File: src/rtl/write_back_stage_pkg.sv
// Shared encodings for the write-back stage: destination select, data-source
// select, load size and the default link-register index.
package write_back_stage_pkg;

    localparam int RA_REG_DEFAULT = 31;

    typedef enum logic [1:0] {
        REG_DST_RT     = 2'b00,
        REG_DST_RD     = 2'b01,
        REG_DST_RA     = 2'b10,
        REG_DST_RD_ALT = 2'b11
    } reg_dst_e;

    typedef enum logic [1:0] {
        MEM_TO_REG_ALU     = 2'b00,
        MEM_TO_REG_LOAD    = 2'b01,
        MEM_TO_REG_LINK    = 2'b10,
        MEM_TO_REG_ALU_ALT = 2'b11
    } mem_to_reg_e;

    typedef enum logic [1:0] {
        LOAD_BYTE     = 2'b00,
        LOAD_HALF     = 2'b01,
        LOAD_WORD     = 2'b10,
        LOAD_WORD_ALT = 2'b11
    } load_size_e;

    // Sign bit to replicate above a narrow load; zero when zero-extending.
    function automatic logic ext_bit(input logic msb, input logic load_unsigned);
        return msb & ~load_unsigned;
    endfunction

endpackage

File: src/rtl/write_back_stage_if.sv
// MEM/WB entry and write-back result bundle. The master side is the MEM stage
// (drives the entry), the slave side is the write-back stage.
interface write_back_stage_if #(
    parameter int NB_DATA        = 32,
    parameter int NB_REG_ADDRESS = 5
);
    logic                      i_valid;
    logic                      i_stall;
    logic                      i_flush;
    logic [NB_DATA-1:0]        i_alu_result;
    logic [NB_DATA-1:0]        i_mem_data;
    logic [NB_DATA-1:0]        i_pc_link;
    logic [NB_REG_ADDRESS-1:0] i_rt;
    logic [NB_REG_ADDRESS-1:0] i_rd;
    logic [1:0]                i_reg_dst;
    logic [1:0]                i_mem_to_reg;
    logic [1:0]                i_load_size;
    logic                      i_load_unsigned;
    logic [1:0]                i_byte_offset;
    logic                      i_reg_write;

    logic [NB_DATA-1:0]        o_dato;
    logic [NB_REG_ADDRESS-1:0] o_direccion;
    logic                      o_reg_write;
    logic                      o_valid;

    modport master (
        output i_valid, i_stall, i_flush, i_alu_result, i_mem_data, i_pc_link,
               i_rt, i_rd, i_reg_dst, i_mem_to_reg, i_load_size, i_load_unsigned,
               i_byte_offset, i_reg_write,
        input  o_dato, o_direccion, o_reg_write, o_valid
    );

    modport slave (
        input  i_valid, i_stall, i_flush, i_alu_result, i_mem_data, i_pc_link,
               i_rt, i_rd, i_reg_dst, i_mem_to_reg, i_load_size, i_load_unsigned,
               i_byte_offset, i_reg_write,
        output o_dato, o_direccion, o_reg_write, o_valid
    );
endinterface

File: src/rtl/write_back_stage_load_extender.sv
// Combinational load alignment: picks the byte/halfword/word out of the aligned
// memory word (little-endian) and zero- or sign-extends it to NB_DATA.
module load_extender
    import write_back_stage_pkg::*;
#(
    parameter int NB_DATA = 32
) (
    input  logic [NB_DATA-1:0] mem_data,
    input  logic [1:0]         byte_offset,
    input  load_size_e         load_size,
    input  logic               load_unsigned,
    output logic [NB_DATA-1:0] load_value
);

    logic [7:0]  byte_lane [4];
    logic [7:0]  byte_sel;
    logic [15:0] half_sel;

    generate
        for (genvar gi = 0; gi < 4; gi++) begin : g_lane
            assign byte_lane[gi] = mem_data[gi*8 +: 8];
        end
    endgenerate

    assign byte_sel = byte_lane[byte_offset];
    // Halfword alignment only looks at offset[1]; offset[0] is don't-care.
    assign half_sel = byte_offset[1] ? mem_data[31:16] : mem_data[15:0];

    always_comb begin
        load_value = '0;
        case (load_size)
            LOAD_BYTE: begin
                load_value       = {NB_DATA{ext_bit(byte_sel[7], load_unsigned)}};
                load_value[7:0]  = byte_sel;
            end
            LOAD_HALF: begin
                load_value       = {NB_DATA{ext_bit(half_sel[15], load_unsigned)}};
                load_value[15:0] = half_sel;
            end
            default: begin
                load_value       = '0;
                load_value[31:0] = mem_data[31:0];
            end
        endcase
    end

endmodule

File: src/rtl/write_back_stage.sv
// MEM/WB pipeline register plus write-back muxing. Optional retired-instruction
// counter (o_retired) is built when WB_RETIRE_COUNT_EN is defined.
module write_back_stage
    import write_back_stage_pkg::*;
#(
    parameter int NB_DATA        = 32,
    parameter int NB_REG_ADDRESS = 5,
    parameter int RA_REG         = RA_REG_DEFAULT
) (
    input  logic                i_clock,
    input  logic                i_reset,
`ifdef WB_RETIRE_COUNT_EN
    output logic [31:0]         o_retired,
`endif
    write_back_stage_if.slave   wb
);

    logic                      valid_reg;
    logic [NB_DATA-1:0]        alu_result_reg;
    logic [NB_DATA-1:0]        mem_data_reg;
    logic [NB_DATA-1:0]        pc_link_reg;
    logic [NB_REG_ADDRESS-1:0] rt_reg;
    logic [NB_REG_ADDRESS-1:0] rd_reg;
    reg_dst_e                  reg_dst_reg;
    mem_to_reg_e               mem_to_reg_reg;
    load_size_e                load_size_reg;
    logic                      load_unsigned_reg;
    logic [1:0]                byte_offset_reg;
    logic                      reg_write_reg;

    logic [NB_DATA-1:0]        load_value;
    logic [NB_DATA-1:0]        dato_next;
    logic [NB_REG_ADDRESS-1:0] direccion_next;

    // Reset and flush both load an all-zero bubble; flush wins over stall.
    always_ff @(posedge i_clock) begin
        if (i_reset || wb.i_flush) begin
            valid_reg         <= 1'b0;
            alu_result_reg    <= '0;
            mem_data_reg      <= '0;
            pc_link_reg       <= '0;
            rt_reg            <= '0;
            rd_reg            <= '0;
            reg_dst_reg       <= REG_DST_RT;
            mem_to_reg_reg    <= MEM_TO_REG_ALU;
            load_size_reg     <= LOAD_BYTE;
            load_unsigned_reg <= 1'b0;
            byte_offset_reg   <= '0;
            reg_write_reg     <= 1'b0;
        end else if (!wb.i_stall) begin
            valid_reg         <= wb.i_valid;
            alu_result_reg    <= wb.i_alu_result;
            mem_data_reg      <= wb.i_mem_data;
            pc_link_reg       <= wb.i_pc_link;
            rt_reg            <= wb.i_rt;
            rd_reg            <= wb.i_rd;
            reg_dst_reg       <= reg_dst_e'(wb.i_reg_dst);
            mem_to_reg_reg    <= mem_to_reg_e'(wb.i_mem_to_reg);
            load_size_reg     <= load_size_e'(wb.i_load_size);
            load_unsigned_reg <= wb.i_load_unsigned;
            byte_offset_reg   <= wb.i_byte_offset;
            reg_write_reg     <= wb.i_reg_write;
        end
    end

    load_extender #(
        .NB_DATA (NB_DATA)
    ) u_load_extender (
        .mem_data      (mem_data_reg),
        .byte_offset   (byte_offset_reg),
        .load_size     (load_size_reg),
        .load_unsigned (load_unsigned_reg),
        .load_value    (load_value)
    );

    always_comb begin
        dato_next = alu_result_reg;
        case (mem_to_reg_reg)
            MEM_TO_REG_LOAD: dato_next = load_value;
            MEM_TO_REG_LINK: dato_next = pc_link_reg;
            default:         dato_next = alu_result_reg;
        endcase
    end

    always_comb begin
        direccion_next = rd_reg;
        case (reg_dst_reg)
            REG_DST_RT: direccion_next = rt_reg;
            REG_DST_RA: direccion_next = NB_REG_ADDRESS'(RA_REG);
            default:    direccion_next = rd_reg;
        endcase
    end

    assign wb.o_dato      = dato_next;
    assign wb.o_direccion = direccion_next;
    assign wb.o_valid     = valid_reg;
    // Register 0 is hard-wired, so a write to it is suppressed here.
    assign wb.o_reg_write = reg_write_reg & valid_reg & (direccion_next != '0);

`ifdef WB_RETIRE_COUNT_EN
    logic [31:0] retired_reg;

    always_ff @(posedge i_clock) begin
        if (i_reset) begin
            retired_reg <= '0;
        end else if (valid_reg && !wb.i_stall) begin
            retired_reg <= retired_reg + 32'd1;
        end
    end

    assign o_retired = retired_reg;
`endif

endmodule
File: src/flat_wrapper.sv
// flat-port wrapper written by rule: the top's interface ports become plain ports
module write_back_stage_flat import write_back_stage_pkg::*;
#(
    parameter int NB_DATA        = 32,
    parameter int NB_REG_ADDRESS = 5,
    parameter int RA_REG         = RA_REG_DEFAULT
)
  (i_clock, i_reset, wb_i_valid, wb_i_stall, wb_i_flush, wb_i_alu_result, wb_i_mem_data, wb_i_pc_link, wb_i_rt, wb_i_rd, wb_i_reg_dst, wb_i_mem_to_reg, wb_i_load_size, wb_i_load_unsigned, wb_i_byte_offset, wb_i_reg_write, wb_o_dato, wb_o_direccion, wb_o_reg_write, wb_o_valid);
  write_back_stage_if #(.NB_DATA(NB_DATA), .NB_REG_ADDRESS(NB_REG_ADDRESS)) wb_i ();
  input  logic i_clock;
  input  logic i_reset;
  input wire logic [$bits(wb_i.i_valid)-1:0] wb_i_valid;
  input wire logic [$bits(wb_i.i_stall)-1:0] wb_i_stall;
  input wire logic [$bits(wb_i.i_flush)-1:0] wb_i_flush;
  input wire logic [$bits(wb_i.i_alu_result)-1:0] wb_i_alu_result;
  input wire logic [$bits(wb_i.i_mem_data)-1:0] wb_i_mem_data;
  input wire logic [$bits(wb_i.i_pc_link)-1:0] wb_i_pc_link;
  input wire logic [$bits(wb_i.i_rt)-1:0] wb_i_rt;
  input wire logic [$bits(wb_i.i_rd)-1:0] wb_i_rd;
  input wire logic [$bits(wb_i.i_reg_dst)-1:0] wb_i_reg_dst;
  input wire logic [$bits(wb_i.i_mem_to_reg)-1:0] wb_i_mem_to_reg;
  input wire logic [$bits(wb_i.i_load_size)-1:0] wb_i_load_size;
  input wire logic [$bits(wb_i.i_load_unsigned)-1:0] wb_i_load_unsigned;
  input wire logic [$bits(wb_i.i_byte_offset)-1:0] wb_i_byte_offset;
  input wire logic [$bits(wb_i.i_reg_write)-1:0] wb_i_reg_write;
  output wire logic [$bits(wb_i.o_dato)-1:0] wb_o_dato;
  output wire logic [$bits(wb_i.o_direccion)-1:0] wb_o_direccion;
  output wire logic [$bits(wb_i.o_reg_write)-1:0] wb_o_reg_write;
  output wire logic [$bits(wb_i.o_valid)-1:0] wb_o_valid;
  assign wb_i.i_valid = wb_i_valid;
  assign wb_i.i_stall = wb_i_stall;
  assign wb_i.i_flush = wb_i_flush;
  assign wb_i.i_alu_result = wb_i_alu_result;
  assign wb_i.i_mem_data = wb_i_mem_data;
  assign wb_i.i_pc_link = wb_i_pc_link;
  assign wb_i.i_rt = wb_i_rt;
  assign wb_i.i_rd = wb_i_rd;
  assign wb_i.i_reg_dst = wb_i_reg_dst;
  assign wb_i.i_mem_to_reg = wb_i_mem_to_reg;
  assign wb_i.i_load_size = wb_i_load_size;
  assign wb_i.i_load_unsigned = wb_i_load_unsigned;
  assign wb_i.i_byte_offset = wb_i_byte_offset;
  assign wb_i.i_reg_write = wb_i_reg_write;
  assign wb_o_dato = wb_i.o_dato;
  assign wb_o_direccion = wb_i.o_direccion;
  assign wb_o_reg_write = wb_i.o_reg_write;
  assign wb_o_valid = wb_i.o_valid;
  write_back_stage #(.NB_DATA(NB_DATA), .NB_REG_ADDRESS(NB_REG_ADDRESS), .RA_REG(RA_REG)) u_core (.i_clock(i_clock), .i_reset(i_reset), .wb(wb_i));
endmodule
File: config.mk
export PLATFORM = sky130hd
export DESIGN_NAME = write_back_stage_flat
export DESIGN_NICKNAME = d
export VERILOG_FILES = /design/src/rtl/write_back_stage_pkg.sv /design/src/rtl/write_back_stage_if.sv /design/src/rtl/write_back_stage_load_extender.sv /design/src/rtl/write_back_stage.sv /design/src/flat_wrapper.sv
export SDC_FILE = /design/constraint.sdc
export NUM_CORES = 1
export LEC_CHECK = 0
export CAP_MARGIN = 25
export CORE_MARGIN = 2
export CORE_UTILIZATION = 43
export CTS_CLUSTER_DIAMETER = 150
export DETAILED_ROUTE_END_ITERATION = 10
export PLACE_DENSITY = 0.76
export SLEW_MARGIN = 20
export SYNTH_ARGS = -nofsm -noshare
export SYNTH_HDL_FRONTEND = slang
export SYNTH_HIERARCHICAL = 1
export SYNTH_SLANG_ARGS = --single-unit
File: constraint.sdc
create_clock -name i_clock -period 1.9 [get_ports i_clock]
set_input_delay 0.38 -clock i_clock [delete_from_list [all_inputs] [get_ports i_clock]]
set_output_delay 0.38 -clock i_clock [all_outputs]
set_load 0.02 [all_outputs]
# [Yosys cells after proc, flatten, opt, wreduce, memory -nomap -nowiden]
# Index checks and enable logic that the tools add are counted.
[totals] ff_bits=117 out_inout_bits=39 word_cells=34
[classes] magnitude_cmp=1 eq_ne=4 n_mux=7 bitwise_logic=6 n_reduce_logical=4
[op_table] op="32-bit one-hot mux with 2 select lines" count=2
[op_table] op="8-bit binary-select mux with 2-bit select" count=1
[op_table] op="16-bit two-way mux" count=1
[op_table] op="8-bit two-way mux" count=2
[op_table] op="5-bit one-hot mux with 2 select lines" count=1
[op_table] op="5-bit nonzero test" count=1
[op_table] op="1-bit AND" count=4
[op_table] op="2-bit by 1-bit == test with 1-bit output (second input constant)" count=2
[op_table] op="2-bit == test (second input constant)" count=2
[op_table] op="2-bit zero test" count=2
[op_table] op="3-bit greater-or-equal comparator (second input constant)" count=1
[op_table] op="2-bit NOT with 3-bit output" count=1
[op_table] op="1-bit logical OR" count=1
[op_table] op="1-bit NOT" count=1

# [Depth between registers and ports, before layout]
[logic_depth] ltp_word=7 depth_mapped=7 mapped_depth_nobuf=5

# [Modules after synthesis]
# Netlist, hierarchy kept.
[by_module_without_submodules] mod="write_back_stage" n_inst=1 cells_per_inst=512 area_each_um2=4835.9 seq_area_each_um2=2342.2
[by_module_without_submodules] mod="load_extender" n_inst=1 cells_per_inst=93 area_each_um2=709.4 seq_area_each_um2=0.0

# [Least setup slack after synthesis]
# No wires, ideal clock.
[synth_timing] path_type="register to output" startpoint="register u_core.load_size_reg[1]" endpoint="output wb_o_dato[12]" arrival_time_ns=1.796 required_ns=1.520 slack_ns=-0.276 stages_incl_launch_ff=8 path_buffers=2 path_cell_list="dfxtp_1 > buf_2 > or2_0 > buf_4 > nor3b_4 > a221o_1 > a22oi_1 > o21ai_0"
[synth_via] elab_chain_len=3 elab_cells_between_ends=4
[synth_lines] element="start: declaration" line_no="write_back_stage.sv:26" source="load_size_e load_size_reg;"
[synth_lines] element="start signal: assignment" line_no="write_back_stage.sv:59" source="load_size_reg <= load_size_e'(wb.i_load_size);"
[synth_lines] element="2-bit by 1-bit == test with 1-bit output or 2-bit zero test (tied branches)" line_no="write_back_stage_load_extender.sv:31" source="case (load_size)"
[synth_lines] element="32-bit one-hot mux with 2 select lines *" line_no="write_back_stage_load_extender.sv:31"
[synth_lines] element="net u_core.load_value[12]" line_no="write_back_stage.sv:31" source="logic [NB_DATA-1:0] load_value;"
[synth_lines] element="32-bit one-hot mux with 2 select lines *" line_no="write_back_stage.sv:78" source="case (mem_to_reg_reg)"
[synth_lines] element="end: declaration" line_no="flat_wrapper.sv:26" source="output wire logic [$bits(wb_i.o_dato)-1:0] wb_o_dato;"
# The timed path passes the listed nets; every way through them passes the cells marked *.

# [Final worst setup path]
[layout_timing] startpoint="register u_core.byte_offset_reg[1]" endpoint="output wb_o_dato[8]"
[layout_via] elab_chain_len=7 elab_cells_between_ends=8
[layout_lines] element="start: declaration" line_no="write_back_stage.sv:28" source="logic [1:0] byte_offset_reg;"
[layout_lines] element="start signal: assignment" line_no="write_back_stage.sv:61" source="byte_offset_reg <= wb.i_byte_offset;"
[layout_lines] element="2-bit NOT with 3-bit output (not written as such)" line_no="write_back_stage_load_extender.sv:25" source="assign byte_sel = byte_lane[byte_offset];"
[layout_lines] element="8-bit binary-select mux with 2-bit select" line_no="write_back_stage_load_extender.sv:25"
[layout_lines] element="8-bit two-way mux (not written as such) (2 in a row)" line_no="write_back_stage_load_extender.sv:25"
[layout_lines] element="1-bit AND" line_no="write_back_stage_pkg.sv:30" source="return msb & ~load_unsigned;"
[layout_lines] element="32-bit one-hot mux with 2 select lines *" line_no="write_back_stage_load_extender.sv:31"
[layout_lines] element="net u_core.load_value[8]" line_no="write_back_stage.sv:31"
[layout_lines] element="32-bit one-hot mux with 2 select lines *" line_no="write_back_stage.sv:78"
# The timed path passes the listed nets; every way through them passes the cells marked *. The select of a mux whose other input is x is not followed.

==> reports/qor.txt <==
Status - finished, violations left
Failing checks - negative setup slack
Syn. warnings - 6
RSZ-0062 raised after global routing - true
Top cells by area, synth - dfxtp_1, mux2i_1, nor2_1
P_sw - 1.59 mW
Primary FF master, synth - dfxtp_1
Worst-Skew Late Latency - 410 ps
Fin. Hold Viols - 0
Worst Hold End - u_core/alu_result_reg[0]
Worst VDD drop - 0.590 mV
Die area - 13,800 um^2
PnR Total Power - 6.72 mW
CTS tree - built
Final net count - 918
Ys async rst share - 0
Comb pwr share - 0.144
Lkg Pwr - 3.48 nW
Post-Syn Area - 5550 um^2
Area of the multi-input gates - 3150 um^2
Hold Crit Class - in -> reg
# IOs - 160
Average wire per standard cell - 17.0 um
WP data arrival - 2130 ps
Fin Clk Skew - 0 ps
Share of the synthesized area in the top cell type - 0.422
Setup crit end kind - output port
Num rows - 41
Clk sinks - 117
EDFF count, synth - 0
Placer Congestion - 0.865
Largest area contributor in the netlist - dfxtp_1
Port Buf Inserts - 159
Worst reg2reg path depth - 3
First-pass GRT wire length - 26.9 mm
Period utilisation layout - 1.32
Period minus WS final - 2510 ps
CTS hold repair buffers - 0
CORE AREA - 12,600 um^2
Maximum clock path buffer count - 2
Worst R2R Start - u_core/load_size_reg[1]
Reg area - 2350 um^2
Post-synth cell types - 34
TNS Setup - -16,700 ps
MaxCap Viol Count - 0
#FFs+latches synth - 117
Initial DRC Count - 316
Clock transition at the registers of the reported paths - 50 ps
Synthesized instance count - 605
Final instance area - 8390 um^2
Crit start category - flip-flop
Final wirelength - 16.7 mm
Largest net degree at the start of global routing - 52
DP HPWL - 12.1 mm
Total gr overflow - 0
Cell Count, Final, Fillers Out - 980
Inst Count DP - 944
Syn nets - 728
Clock share of power - 0.469
Worst Hold Slack - 358 ps
Total GRT Usage - 0.243
Maximum fanout along the worst path - 8
Mean Syn Cell Area - 9.17 um^2
Net Sw Frac - 0.237
Reg2Reg Setup Slack - 940 ps
Slew margin rel. - 0.732
Kind of critical path - reg -> out
PD cells - 801 nW/um^2
Final Core Density - 0.665
Antenna-violating nets left - 0
Worst hold path startpoint - wb_i_stall
# fillers - 997
Sequential Power Share - 0.387
H-tree depth - 4
Int Pwr - 5.13 mW
Die Y - 118 um
DP Area - 7670 um^2
Vias in the first global route - 5,291
Required time of the critical path - 1520 ps
Drt first pass iters - 5
Least-Margin Pin Slew - 402 ps
Via count - 5,147
RR Endpoint - u_core/load_size_reg[1]
Seq/Total Area, Yosys - 0.422
Antenna cell count - 0
Inserted Clock Buffers - 17
Setup ws final - -606 ps
Vias per cell - 5.25
Layout cells sized above 1 - 0.251
Pre-CTS setup slack - -592 ps
# DRC - 0
Clock root cell - clkbuf_16
Hold depth - 3
Area Growth Syn to Fin - 51.3%
Slew Limit Fails - 0
Die Width - 118 um
Starting Density - 0.439
Max Freq - 0.399 GHz
Initial antenna violation count - 0
Final setup viols - 33
per-layer routing:
layer  vias up  part of all wire  global-route usage  wire length, um
met4         0             0.019              0.0979              323
met1      2416              0.42               0.283             6980
li1       2513                 -                   -                -
met5         -                 0                   0                0
met2       193              0.49               0.414             8210
met3        25             0.069              0.0795             1140
synthesized netlist by cell type, types with 2 or more instances:
master	number
o21ai_2	10
nand2_1	60
a21oi_1	2
buf_6	9
a221o_1	8
a22o_1	8
dfxtp_1	117
o221a_2	8
a22oi_1	32
inv_1	3
nor2_1	123
mux2i_1	126
buf_4	6
ha_1	2
clkbuf_1	20
buf_1	3
buf_2	10
o21ai_0	42
how the worst max path moves through the flow:
stage | slack [ps] | cells past startpoint | endpoint | start
2_1_floorplan | -70 | 6 | wb_o_dato[19] | u_core/byte_offset_reg[1]
3_3_place_gp | -550 | 7 | wb_o_dato[30] | u_core/byte_offset_reg[1]
3_5_place_dp | -590 | 7 | wb_o_dato[20] | u_core/byte_offset_reg[1]
4_1_cts | -610 | 6 | wb_o_dato[8] | u_core/byte_offset_reg[1]
5_1_grt | -680 | 6 | wb_o_dato[10] | u_core/byte_offset_reg[1]
6_report | -610 | 6 | wb_o_dato[8] | u_core/byte_offset_reg[1]
placed cells by master, fill, tap and decap left out, types with 3 or more instances in the layout:
cell,n
nand2_1,60
dfxtp_2,4
clkbuf_16,17
a221o_1,8
clkinv_2,5
o21ai_2,24
clkdlybuf4s50_1,120
a22oi_2,22
buf_4,64
dfxtp_1,112
buf_6,14
o221a_2,8
o21ai_1,23
a22o_1,8
inv_1,3
nor2_1,123
buf_2,9
a22oi_1,10
clkbuf_8,4
o21ai_0,3
mux2i_1,124
buf_12,8
critical path, cell delays in order, from the launching register on:
cell	delay (ps)
dfxtp_2	340
mux4_2	490
nor3b_4	200
a221o_1	310
a22oi_2	150
o21ai_2	90
buf_6	130
what timing repair did:
action	CTS	global route
setup buffers	1	2
pin swaps	11	9
cloned	1	0
endpoints found under the setup margin	38	36
resized for setup	199	34
cells by family (layout without fill, tap and decap cells):
family / Yosys count / in the layout / synth area share
buffers and inverters: 53 / 255 / 0.0546
adders and majority gates: 2 / 2 / 0.00451
and+or+nand+nor: 193 / 193 / 0.139
AOI/OAI and AO/OA: 112 / 112 / 0.146
muxes: 128 / 129 / 0.234
DFF: 117 / 117 / 0.422
power groups by stage:
| stage | Combinational, mW | Clock [mW] | Sequential [mW] |
|---|---|---|---|
| after floorplan | 0.482 | 0 | 2.63 |
| after global placement | 0.922 | 0 | 2.64 |
| after detailed placement | 0.938 | 0 | 2.65 |
| after CTS | 0.947 | 3.20 | 2.60 |
| after global routing | 1.03 | 3.34 | 2.61 |
| final | 0.968 | 3.15 | 2.60 |
final cells by class:
class | instances | area share
Tap cell | 172 | 0.0256
Sequential cell | 117 | 0.280
Clock inverter | 9 | 0.0119
Inverter | 4 | 0.00179
Clock buffer | 23 | 0.0581
Multi-Input combinational cell | 436 | 0.375
Timing Repair Buffer | 219 | 0.247
(Power assumes the default switching activity.)
==> edit (same flow settings) <==
`NB_REG_ADDRESS` is set to 5 in 3 places; all go to 10.
--- a/src/rtl/write_back_stage_if.sv
+++ b/src/rtl/write_back_stage_if.sv
@@ -3,5 +3,5 @@
 interface write_back_stage_if #(
     parameter int NB_DATA        = 32,
-    parameter int NB_REG_ADDRESS = 5
+    parameter int NB_REG_ADDRESS = 10
 );
     logic                      i_valid;
--- a/src/rtl/write_back_stage.sv
+++ b/src/rtl/write_back_stage.sv
@@ -5,5 +5,5 @@
 #(
     parameter int NB_DATA        = 32,
-    parameter int NB_REG_ADDRESS = 5,
+    parameter int NB_REG_ADDRESS = 10,
     parameter int RA_REG         = RA_REG_DEFAULT
 ) (
--- a/src/flat_wrapper.sv
+++ b/src/flat_wrapper.sv
@@ -3,5 +3,5 @@
 #(
     parameter int NB_DATA        = 32,
-    parameter int NB_REG_ADDRESS = 5,
+    parameter int NB_REG_ADDRESS = 10,
     parameter int RA_REG         = RA_REG_DEFAULT
 )
Interface: changed (resized wb_i_rd, wb_i_rt and wb_o_direccion); port bits go from 160 to 175. No check against the original RTL was run, so the function may have changed too.
==> edit against the unedited design <==
  * The run still ends with setup timing left
  * Synthesized cell count grew 7.6%
  * Area after synthesis grew 7.7%
  * Sequential power grew 8.8%
  * Setup slack lost 0.045 ns
  * Design area grew 14%
  * Largest cell class unchanged
  * Critical endpoint is now wb_o_dato[10]
  * Routed wire length grew 16%
  * Sequential cell count grew 10
  * Power grew 8.3%
==> edit: results (changes against the unedited design) <==
Status
Result of the run: finished, violations left (unchanged). Failing checks: setup timing (unchanged).

Logic synthesis
Largest cells by area after synthesis: dfxtp_1 (43%), mux2i_1 (23%), nor2_1 (8.4%) (was dfxtp_1 (42%), mux2i_1 (23%), nor2_1 (8.3%)). The number of nets produced by synthesis came to 784 (was 728). The mean area per synthesized cell is 9.17 µm² (about the same). The post-synthesis share of cell area spent on full adders, half adders and majority gates is 0.00419 (was 0.00451).

Top post-synthesis cells by count: mux2i_1 (136), nor2_1 (133), dfxtp_1 (127), nand2_1 (60), o21ai_1 (37) (was mux2i_1 (126), nor2_1 (123), dfxtp_1 (117), nand2_1 (60), o21ai_0 (42)). The share of synthesized area occupied by flip-flops and latches is 0.426 (was 0.422). The portion of netlist area occupied by mux cells is 0.234 (about the same). The number of unique standard cell types used by synthesis is 40 (was 34). The post-synthesis compound-gate area fraction is 0.146 (about the same).

Route
The wire length per cell is 17.9 µm (was 17.0 µm). The first-pass iteration count of the detailed router is 6 (was 5). The post-detailed-routing wire length is 19.3 mm (was 16.7 mm).

The detail-routed via count per cell is 5.33 (was 5.25). The initial detailed-routing violation count is 301 (was 316).

GRT
The pin count of the biggest net entering global routing is 46 (was 52). The number of global-route vias before repair is 5776 (was 5291). The global-route usage over all layers was 0.257 (was 0.243). The wire length of the first global-routing pass is 29.5 mm (was 26.9 mm).

Finish
The area taken by flip-flops and latches is 2550 µm² (was 2350 µm²). The fill cell instance count of the final layout is 983 (was 997). The fraction of layout cells with a size suffix above 1 is 0.293 (was 0.251).

Placement
The placement-stage worst setup slack is -0.635 ns (was -0.592 ns). The weighted congestion at the end of routability-driven global placement came to 0.900 (was 0.865). The total of buffers placed on input and output ports is 174 (was 159). The placed instance area was 8560 µm² (was 7670 µm²). The number of placed cells counting well taps came to 1038 (was 944). The placed wire-length estimate after detailed placement came to 13.5 mm (was 12.1 mm).

STA
The worst slew margin relative to its limit is 0.730 (was 0.732). The minimum setup slack in the final design is -0.651 ns (was -0.606 ns). The final setup TNS is -17.64 ns (was -16.70 ns). The setup-violating endpoint count in the final report was 33 (unchanged).

Power
The leakage power summed over all cells came to 4.03 nW (was 3.48 nW).

Die
The effective utilization at floorplan is 0.435 (was 0.439).

Clock tree
The clock root buffer master is clkbuf_16 (unchanged).
[edit: timing repair]
action | CTS | global route
gates cloned | 1 | 1
endpoints found under the hold margin | 0 | 0
pin swaps | 17 | 21
resized for setup | 255 | 50
setup endpoints to repair | 43 | 41
setup buffers | 9 | 4
[edit: area by class of cell]
class | instances | share of cell area
multi-input cells | 468 | 0.371
repair buffers | 272 | 0.274
flip-flops and latches | 127 | 0.267
clock buffers | 21 | 0.0481
well taps | 180 | 0.0235
clock inverters | 11 | 0.0145
inverters | 4 | 0.00209
[edit: worst paths after layout]
| path | from | to | slack (ns) | depth (start not counted) |
|---|---|---|---|---|
| setup / recovery | u_core/byte_offset_reg[1]$_SDFFE_PP0N_ | wb_o_dato[10] | -0.65 | 6 |
| hold / removal | wb_i_stall | u_core/alu_result_reg[30]$_SDFFE_PP0N_ | 0.40 | 3 |
| setup reg to reg | u_core/reg_dst_reg[1]$_SDFFE_PP0N_ | u_core/reg_dst_reg[1]$_SDFFE_PP0N_ | 0.98 | 4 |
| hold reg to reg | u_core/rd_reg[0]$_SDFFE_PP0N_ | u_core/rd_reg[0]$_SDFFE_PP0N_ | 0.49 | 2 |
[edit: critical path: stages (launching register included)]
cell and delay [ns]:
dfxtp_4 0.38, mux4_2 0.50, nor3b_4 0.20, a221o_1 0.30
a22oi_2 0.17, o21ai_2 0.08, buf_6 0.13
[edit: power by group]
group          total [W]  switching [W]  internal, W
registers        0.00283      0.0000770      0.00275
logic            0.00114       0.000499     0.000642
clock network    0.00331        0.00119      0.00212
[edit: layer usage]
metal  track usage  vias up  wire [µm]
li1              -     2779          -
met1         0.311     2739       8040
met2         0.433      213       9350
met3        0.0782       41       1490
met4        0.0869        0        454
met5             0        -          0
